**src/rtl/crc8_frame_seq.sv**
```systemverilog
// Frame sequencer for an external CRC-8 engine: clears it per frame, feeds payload bytes,
// then either appends the CRC to the output stream (mode 0) or checks a received CRC (mode 1).
module crc8_frame_seq #(
    parameter int MAX_LEN = 64,
    parameter int LEN_W   = $clog2(MAX_LEN + 1)
) (
    input  logic             clk,
    input  logic             rst,
    input  logic             mode,
    input  logic             s_valid,
    output logic             s_ready,
    input  logic [7:0]       s_data,
    input  logic             s_last,
    output logic             m_valid,
    input  logic             m_ready,
    output logic [7:0]       m_data,
    output logic             m_last,
    output logic             eng_clr,
    output logic             eng_valid,
    output logic [7:0]       eng_data,
    output logic             eng_mode,
    output logic [7:0]       eng_rx_crc,
    input  logic [7:0]       eng_crc,
    input  logic             eng_ok,
    output logic             busy,
    output logic             done,
    output logic             crc_ok,
    output logic             len_err,
    output logic [LEN_W-1:0] frame_len
);

    typedef enum logic [2:0] {IDLE, CLR, PAYLOAD, APPEND, ABORT, CHECK, DRAIN} state_t;

    state_t           state_reg;
    logic             mode_reg;
    logic [LEN_W-1:0] count_reg;
    logic [7:0]       rx_crc_reg;
    logic             done_reg;
    logic             crc_ok_reg;
    logic             len_err_reg;
    logic [LEN_W-1:0] frame_len_reg;

    logic at_max;
    logic s_fire;

    assign at_max = (count_reg == LEN_W'(MAX_LEN));
    assign s_fire = s_valid && s_ready;

    assign eng_clr    = (state_reg == CLR);
    assign eng_data   = s_data;
    assign eng_mode   = mode_reg;
    assign eng_rx_crc = rx_crc_reg;
    assign busy       = (state_reg != IDLE);
    assign done       = done_reg;
    assign crc_ok     = crc_ok_reg;
    assign len_err    = len_err_reg;
    assign frame_len  = frame_len_reg;

    // Streaming handshakes pass straight through in PAYLOAD, so they are decoded combinationally.
    always_comb begin
        s_ready   = 1'b0;
        m_valid   = 1'b0;
        m_data    = s_data;
        m_last    = 1'b0;
        eng_valid = 1'b0;
        case (state_reg)
            PAYLOAD: begin
                if (!mode_reg) begin
                    s_ready   = m_ready && !at_max;
                    m_valid   = s_valid && !at_max;
                    eng_valid = s_valid && m_ready && !at_max;
                end else begin
                    s_ready   = 1'b1;
                    eng_valid = s_valid && !s_last && !at_max;
                end
            end
            APPEND: begin
                m_valid = 1'b1;
                m_data  = eng_crc;
                m_last  = 1'b1;
            end
            ABORT: begin
                // Inverted CRC guarantees the receiver rejects the truncated frame.
                m_valid = 1'b1;
                m_data  = ~eng_crc;
                m_last  = 1'b1;
            end
            DRAIN: s_ready = 1'b1;
            default: ;
        endcase
    end

    always_ff @(posedge clk) begin
        if (rst) begin
            state_reg     <= IDLE;
            mode_reg      <= 1'b0;
            count_reg     <= '0;
            rx_crc_reg    <= 8'h00;
            done_reg      <= 1'b0;
            crc_ok_reg    <= 1'b0;
            len_err_reg   <= 1'b0;
            frame_len_reg <= '0;
        end else begin
            done_reg <= 1'b0;
            case (state_reg)
                IDLE: begin
                    if (s_valid) begin
                        mode_reg  <= mode;
                        state_reg <= CLR;
                    end
                end
                CLR: begin
                    count_reg <= '0;
                    state_reg <= PAYLOAD;
                end
                PAYLOAD: begin
                    if (!mode_reg) begin
                        if (at_max) begin
                            state_reg <= ABORT;
                        end else if (s_fire) begin
                            count_reg <= count_reg + LEN_W'(1);
                            if (s_last) state_reg <= APPEND;
                        end
                    end else if (s_valid) begin
                        if (s_last) begin
                            rx_crc_reg <= s_data;
                            state_reg  <= CHECK;
                        end else if (at_max) begin
                            state_reg <= DRAIN;
                        end else begin
                            count_reg <= count_reg + LEN_W'(1);
                        end
                    end
                end
                APPEND: begin
                    if (m_ready) begin
                        done_reg      <= 1'b1;
                        crc_ok_reg    <= 1'b0;
                        len_err_reg   <= 1'b0;
                        frame_len_reg <= count_reg;
                        state_reg     <= IDLE;
                    end
                end
                ABORT: begin
                    if (m_ready) state_reg <= DRAIN;
                end
                CHECK: begin
                    done_reg      <= 1'b1;
                    crc_ok_reg    <= eng_ok;
                    len_err_reg   <= 1'b0;
                    frame_len_reg <= count_reg;
                    state_reg     <= IDLE;
                end
                DRAIN: begin
                    if (s_valid && s_last) begin
                        done_reg      <= 1'b1;
                        crc_ok_reg    <= 1'b0;
                        len_err_reg   <= 1'b1;
                        frame_len_reg <= count_reg;
                        state_reg     <= IDLE;
                    end
                end
                default: state_reg <= IDLE;
            endcase
        end
    end

endmodule

```
**config.mk**
```make
export PLATFORM = sky130hd
export DESIGN_NAME = crc8_frame_seq
export DESIGN_NICKNAME = d
export VERILOG_FILES = /design/src/rtl/crc8_frame_seq.sv
export SDC_FILE = /design/constraint.sdc
export NUM_CORES = 1
export LEC_CHECK = 0
export CAP_MARGIN = 20
export CORE_UTILIZATION = 46
export CTS_CLUSTER_DIAMETER = 30
export DETAILED_ROUTE_END_ITERATION = 8
export GPL_ROUTABILITY_DRIVEN = 1
export GPL_TIMING_DRIVEN = 0
export HOLD_SLACK_MARGIN = 0.02
export MAX_ROUTING_LAYER = met4
export PLACE_DENSITY = 0.83
export SETUP_SLACK_MARGIN = 0.1
export SLEW_MARGIN = 20
export SYNTH_ARGS = -nofsm -noshare
export SYNTH_HDL_FRONTEND = slang
export SYNTH_SLANG_ARGS = --single-unit
export TNS_END_PERCENT = 100
```
**constraint.sdc**
```tcl
create_clock -name clk -period 2.64 [get_ports clk]
set_clock_uncertainty 0.15 [all_clocks]
set_input_delay 0.264 -clock clk [delete_from_list [all_inputs] [get_ports clk]]
set_output_delay 0.264 -clock clk [all_outputs]
set_load 0.005 [all_outputs]
```
Yosys cells after proc, flatten, opt, wreduce, memory -nomap -nowiden
Cells that the tools add are included.
{ "word_totals": {"output_inout_bits": 41, "register_bits": 29, "inputBits": 23} }
{ "classes": {"n_bitwise": 1, "reduce_logical": 20, "muxes": 38, "n_eq_ne": 17, "n_addsub": 1} }
{ "ops": {"columns": ["cell", "n"], "rows": [
  ["2-to-1 mux 7 bit", 8],
  ["2-to-1 mux 3 bit", 11],
  ["one-hot mux 7 bit (3 select lines)", 1],
  ["one-hot mux 3 bit (6 select lines)", 1],
  ["one-hot mux 8 bit (2 select lines)", 1],
  ["one-hot mux 7 bit (2 select lines)", 1],
  ["inequality test 3 bit (second input constant)", 4],
  ["2-to-1 mux 1 bit", 10],
  ["inequality test 2 bit (second input constant)", 5],
  ["equality test 3 bit (second input constant)", 3],
  ["one-hot mux 1 bit (3 select lines)", 3],
  ["logical AND 1 bit", 8],
  ["inverter 8 bit", 1],
  ["adder 7 x 1 -> 7 bit (second input constant)", 1],
  ["equality test 7 bit (second input constant)", 1],
  ["AND reduction 7 bit", 1],
  ["equality test 3 x 2 -> 1 bit (second input constant)", 2],
  ["nonzero test 3 bit", 2],
  ["AND reduction 5 bit", 1],
  ["inequality test 4 bit (second input constant)", 1],
  ["one-hot mux 1 bit (2 select lines)", 2],
  ["AND reduction 4 bit", 1],
  ["equality test 3 x 1 -> 1 bit (second input constant)", 1],
  ["logical NOT 3 bit", 1],
  ["5 further kinds", 6]
]} }

Depth between registers and ports, before layout
Gate-level depths: netlist of run 1.
{ "depth": {"depth_word": 10, "depth_mapped": 8, "depth_no_buf": 7} }

Least setup slack after synthesis of run 1
Ideal clock, no wire load.
{ "synth_timing": {"path_type": "flip-flop to flip-flop", "start": "reg count_reg[0]", "end": "reg count_reg[1]", "t_arrival_ns": 1.693, "slack_ns": 0.726, "setup_time_ns": 0.071, "synth_period_minus_slack_ns": 1.914, "stages_incl_launch_ff": 9, "path_cell_list": "dfxtp_1 -> inv_1 -> ha_1 -> nand2b_2 -> or2_4 -> a41oi_4 -> buf_6 -> or3_2 -> a21oi_1"} }
{ "synth_between": {"elab_chain_cells": 8, "word_cells_on_any_way": 17, "cone_classes": "add/sub (1); eq/ne (3); mux (9); reduce/logical (4)"} }
{ "synth_rtl": {"columns": ["element", "line_no", "rtl"], "rows": [
  ["start, declared", "36", "logic [LEN_W-1:0] count_reg;"],
  ["start signal, assigned", "121", "count_reg <= count_reg + LEN_W'(1);"],
  ["start signal, assigned", "131", "count_reg <= count_reg + LEN_W'(1);"],
  ["parallel branches: the longest is 8 deep, another holds adder 7 x 1 -> 7 bit", null, null]
]} }
Several ways; the timed one is not identified. The select of a mux whose other input is x is not followed.
A chain may end at the register's enable or synchronous reset.

Worst setup path after layout of run 1
{ "layout_timing": {"start": "reg count_reg[4]", "end": "out s_ready"} }
{ "layout_between": {"elab_chain_cells": 5} }
{ "layout_rtl": {"columns": ["element", "line_no", "rtl"], "rows": [
  ["equality test 7 bit", "46", "assign at_max = (count_reg == LEN_W'(MAX_LEN));"],
  ["logical NOT 1 bit", "69", "s_ready = m_ready && !at_max;"],
  ["logical AND 1 bit", "69", null],
  ["2-to-1 mux 1 bit", "68", "if (!mode_reg) begin"],
  ["one-hot mux 1 bit (2 select lines)", "66", "case (state_reg)"],
  ["end, declared", "11", "output logic s_ready,"]
]} }
No other way between the ends.

==> flow_summary.yaml, run 1 <==
clocking:
  postCtsHoldBufs: 0
  tritoncts: "done"
  clock-sinks: 29
  cts_buffer_depth: 2
  cts_max_level: 2
  root_buffer: "clkbuf_8"
  cts_made_buffers: 5
  clk_latency_ns: 0.29
  clk_pin_slew_ns: 0.07
yosys:
  yosysTopAreaCellShare_pct: 30.89
  synthDistinctLibCells: 49
  synth_common_cells: "dfxtp_1, nand2_1, nor2_1"
  yosysSeqAreaShare_pct: 30.89
  ys.flop_type: "dfxtp_1"
  synth_cells: 233
  ys_warn_count: 0
  synth_top_cell_by_area: "dfxtp_1"
  syn_area_per_cell_sq_um: 8.066
  synth.most_common_cell: "dfxtp_1"
  ys_top_cells_by_area: "dfxtp_1, mux2i_1, nand2_1"
  synth_seq_cells: 29
  synth_edf_count: 0
  async_flop_share_pct: 0
  syn_nets: 258
  syn_area_sq_um: 1879
timing:
  setup_tns_ns: 0
  drv_slew: 0
  slew_headroom_pct: 62.88
  min_period_ns: 2.462
  report.final.hold_viol_count: 0
  worstMarginPinSlew_ns: 0.5562
  clock.fmax_mhz: 406.2
  period_share_pct: 93.26
  rsz0062_at_grt: "true"
  setup_viol: 0
routing:
  dr.pass1.iters: 5
  first_iter_violations: 146
  post_drt_wl_per_cell_microns: 16.27
  vias: 2029
  drc: 0
  drt-total-wl_microns: 5744
  final_antenna_net_count: 0
  via_per_inst: 5.748
critical_path:
  start_kind: "register"
  cp_num_buf_inv: 2
  cpMaxStageDelayCell: "or4b_4"
  required_ns: 2.23
  worstPathArrival_ns: 2.05
  path_cells: "or4b_4 -> or2_4 -> buf_4 -> a211oi_2 -> nor2_1 -> dlygate4sd2_1"
  cp_max_fo: 3
  crit_family: "simple AND/OR/NAND/NOR gates"
  critPathKind: "register to primary output"
  end_kind: "primary output"
  slowest_delay_ns: 0.54
job:
  maxCapViolCount: 0
placement:
  hpwlAfterDp_microns: 4132
  dpl-instance-area_sq_um: 2560
  gp_congestion: 0.8895
  io_buffers: 62
power_and_ir_drop:
  p_sw_w: 0.0006893
  power.leakage_nw: 1.080
  clkPwrFrac_pct: 21.6
  internal-power_w: 0.001087
  max-vdd-ir-drop_uv: 441.6
  power_density_nw_per_um2: 653.6
  p_comb_share_pct: 50.5
  swShare_pct: 38.81
  pwr-share-seq_pct: 28.0
floorplan:
  die_y_microns: 65.92
  start_util_pct: 49.47
  core-area_sq_um: 3799
  rows: 22
  pin_count: 64
  dieArea_sq_um: 4345
  die-width_microns: 65.92
cells_and_area:
  final_nets: 329
  largest_register_ffs: 8
  drive_above_1_share_pct: 17.05
  diodes: 0
  areaGrowthSynthToFinish_pct: 44.61
  fin_area_sq_um: 2718
global_route:
  grt_pass1_vias: 1907
  grt_pass1_wl_microns: 9128
  grt.total_usage_pct: 28.50
  grt_max_degree: 11
  antenna_found_initial: 0
  grt_overflow: 0
outcome:
  status: "finished, final reports clean"
min_path:
  hold_path_class: "register to register"
cell families (layout without fill, tap and decap cells):
kind of cell / Yosys count / count (layout) / share of synthesized area [%]
simple gates: 92 / 92 / 26.17
buf+inv: 31 / 103 / 8.455
mux: 16 / 16 / 8.522
compound gates: 63 / 63 / 24.63
fa+ha+maj: 2 / 2 / 1.331
flops: 29 / 29 / 30.89
metal layers:
metal  wire [microns]  part of all wire [%]  GRT usage, %  vias up
met2             2732                    48         44.26       67
met5                0                     0             -        -
met1             2635                    46         36.67      979
met3              315                   5.5         5.345        6
li1                 -                     -             -      977
met4               61                   1.1         10.33        0
stage by stage:
stage	setup WS (ns)	hold slack (ns)	cells	total power, W	util, %
2_1_floorplan	0.7259	0.1831	233	0.001044	-
3_3_place_gp	-0.1125	0.3010	343	0.001351	67.39
3_5_place_dp	-0.1517	0.3012	343	0.001367	67.39
4_1_cts	0.09604	0.3096	352	0.001750	70.72
5_1_grt	0.07007	0.3341	353	0.001885	71.54
6_report	0.1779	0.3065	353	0.001776	71.54
cell type report:
type / instances / area, sq um
Multi-Input combinational cell: 173 / 1152
Fill cell: 306 / 1081
Timing Repair Buffer: 65 / 643.1
Sequential cell: 29 / 586.8
Buffer: 25 / 160.2
Clock buffer: 6 / 82.58
Tap cell: 48 / 60.06
Inverter: 5 / 18.77
Clock inverter: 2 / 13.76
power by group through the flow:
stage | sequential (W) | clock, W | combinational (W)
floorplan | 0.000496 | 0 | 0.000547
global placement | 0.000505 | 0 | 0.000845
detailed placement | 0.000506 | 0 | 0.000861
CTS | 0.000496 | 0.000391 | 0.000863
global route | 0.000499 | 0.000413 | 0.000972
finish | 0.000497 | 0.000383 | 0.000896
path summary, 6_finish.rpt:
check        slack (ns)  cells past startpoint                      start                         end
min reg2reg        0.31                      2  frame_len[6]$_SDFFE_PP0P_   frame_len[6]$_SDFFE_PP0P_
max                0.18                      6  count_reg[4]$_SDFFE_PP0P_                     s_ready
min                0.31                      2  frame_len[6]$_SDFFE_PP0P_   frame_len[6]$_SDFFE_PP0P_
max reg2reg        0.44                      6  state_reg[0]$_SDFFE_PP0P_  eng_rx_crc[4]$_SDFFE_PP0P_
worst reg2reg max path: cells and delay by family (launching register included):
family | cells | cell delay [ns]
simple gates | 4 | 1.10
flops | 1 | 0.33
mux | 1 | 0.28
buf+inv | 1 | 0.20
placed cells by master, fill, tap and decap left out, types with 8 or more instances in the layout:
| cell type | instances |
|---|---|
| nor2_1 | 21 |
| a22o_1 | 8 |
| nand2_1 | 27 |
| mux2i_1 | 16 |
| a21oi_1 | 11 |
| nand3b_1 | 9 |
| o21ai_0 | 11 |
| clkdlybuf4s50_1 | 59 |
| buf_4 | 13 |
| dfxtp_1 | 26 |
what timing repair did:
item	4_1_cts	5_1_grt
gates cloned	0	0
endpoints found under the setup margin	12	11
buffers inserted	2	1
resized for setup	14	14
pin swaps	1	2
endpoints found under the hold margin	0	0
No activity file was read; power rests on OpenSTA's default activity.
==> inputs of run 2 (changes only) <==
- CORE_ASPECT_RATIO: not set -> 1.2
- SETUP_SLACK_MARGIN: 0.1 -> not set
==> flow_summary.yaml, run 2 (synthesis gave the netlist of run 1 again) <==
critical_path:
  critPathKind: "register to primary output"
  critPathCapture: "m_valid"
  cp_max_fo: 5
  reg2reg_to: "eng_rx_crc[3]$_SDFFE_PP0P_"
  critical_path.startpoint: "count_reg[4]$_SDFFE_PP0P_"
  reg2reg_slack_ns: 0.40
  required_ns: 2.23
  r2r_cells: 6
  end_kind: "primary output"
  start_kind: "register"
  worstPathArrival_ns: 2.16
  r2r_start: "state_reg[0]$_SDFFE_PP0P_"
clocking:
  root_buffer: "clkbuf_8"
  cts_buffer_depth: 2
  clk_latency_ns: 0.28
  postCtsHoldBufs: 0
  clk_pin_slew_ns: 0.07
  clock-sinks: 29
  tritoncts: "done"
  cts_made_buffers: 5
  cts_max_level: 2
cells_and_area:
  final_cell_mix: "clkdlybuf4s50_1, dfxtp_1, nand2_1"
  register_area_sq_um: 583.1
  final_util_pct: 69.02
  n_fill_cell: 347
  drive_above_1_share_pct: 15.18
  final_common_cell: "clkdlybuf4s50_1"
  diodes: 0
  areaGrowthSynthToFinish_pct: 44.74
  final_cell_count_no_fill: 357
  final_nets: 327
  multiInputGateArea_sq_um: 1150
  largest_register_ffs: 8
timing:
  slew_headroom_pct: 59.83
  clock.fmax_mhz: 388.7
  period_share_pct: 97.46
  worstMarginPinSlew_ns: 0.6019
  rsz0062_at_grt: "false"
  min_period_ns: 2.573
  report.final.hold_viol_count: 0
  setup_tns_ns: 0
  drv_slew: 0
  setup_viol: 0
floorplan:
  die-width_microns: 60.35
  dieArea_sq_um: 4346
  start_util_pct: 47.68
  core-area_sq_um: 3941
  pin_count: 64
  rows: 25
  die_y_microns: 72.02
routing:
  vias: 2013
  dr.pass1.iters: 4
  first_iter_violations: 106
  final_antenna_net_count: 0
  drt-total-wl_microns: 5651
  via_per_inst: 5.639
  post_drt_wl_per_cell_microns: 15.83
  drc: 0
power_and_ir_drop:
  power_density_nw_per_um2: 683.1
  max-vdd-ir-drop_uv: 361.0
  power.leakage_nw: 1.058
global_route:
  antenna_found_initial: 0
  grt_pass1_wl_microns: 9328
  grt_max_degree: 11
  grt_pass1_vias: 1955
  grt.total_usage_pct: 29.18
  grt_overflow: 0
placement:
  hpwlAfterDp_microns: 4059
  place_inst: 349
  io_buffers: 62
  gp_congestion: 0.9497
job:
  maxCapViolCount: 0
min_path:
  hold_path_class: "register to register"
outcome:
  status: "finished, final reports clean"
[run 2: area by class of cell]
class / count / share of cell area [%]
Tap cell: 54 / 2.484
Sequential cell: 29 / 21.44
Timing Repair Buffer: 63 / 23.18
Inverter: 5 / 0.6900
Buffer: 25 / 5.658
Clock buffer: 7 / 3.174
Multi-Input combinational cell: 173 / 42.27
Clock inverter: 1 / 1.104
[run 2: repair_timing]
item,CTS,global route
setup buffers,0,1
cloned,0,0
setup endpoints to repair,11,10
resized for setup,7,13
pin swaps,0,1
[run 2: through the flow]
stage | total power [W] | hold WS (ns) | instance area (sq um) | worst slack (ns)
after floorplan | 0.001044 | 0.1831 | 1879 | 0.7259
after global placement | 0.001346 | 0.2944 | 2567 | -0.1142
after detailed placement | 0.001363 | 0.2971 | 2567 | -0.1415
after CTS | 0.001851 | 0.3061 | 2699 | 0.004637
after global routing | 0.001981 | 0.3207 | 2720 | 0.003165
final | 0.001858 | 0.3088 | 2720 | 0.06703
[run 2: worst max-delay path, stage by stage (launching register included)]
cell,delay [ns]
dfxtp_2,0.34
or4b_4,0.55
or2_4,0.29
a41o_1,0.25
clkdlybuf4s50_1,0.46
[run 2: metal layers]
layer  wire length (microns)  track usage, %  vias up
met1                    2341           33.93      940
li1                        -               -      977
met4                     159           12.92        0
met3                     287           4.100       17
met2                    2863           48.84       79
met5                       0               -        -
[run 2: where the power goes]
group          leakage (nW)  switching [W]  total, W  internal [W]
clock                0.0585       0.000168  0.000476      0.000307
sequential            0.235      0.0000336  0.000498      0.000464
combinational         0.764       0.000470  0.000885      0.000415
total                  1.06       0.000672   0.00186       0.00119
[run 2: worst min-delay path by stage]
stage                                    start  depth (start not counted)                   endpoint  slack (ns)
after detailed placement  len_err$_SDFFE_PP0P_                          2       len_err$_SDFFE_PP0P_        0.30
after CTS                 len_err$_SDFFE_PP0P_                          2       len_err$_SDFFE_PP0P_        0.31
after floorplan                            rst                          1  state_reg[2]$_SDFFE_PP0P_        0.18
after global routing      len_err$_SDFFE_PP0P_                          2       len_err$_SDFFE_PP0P_        0.32
after global placement    len_err$_SDFFE_PP0P_                          2       len_err$_SDFFE_PP0P_        0.29
final                     len_err$_SDFFE_PP0P_                          2       len_err$_SDFFE_PP0P_        0.31
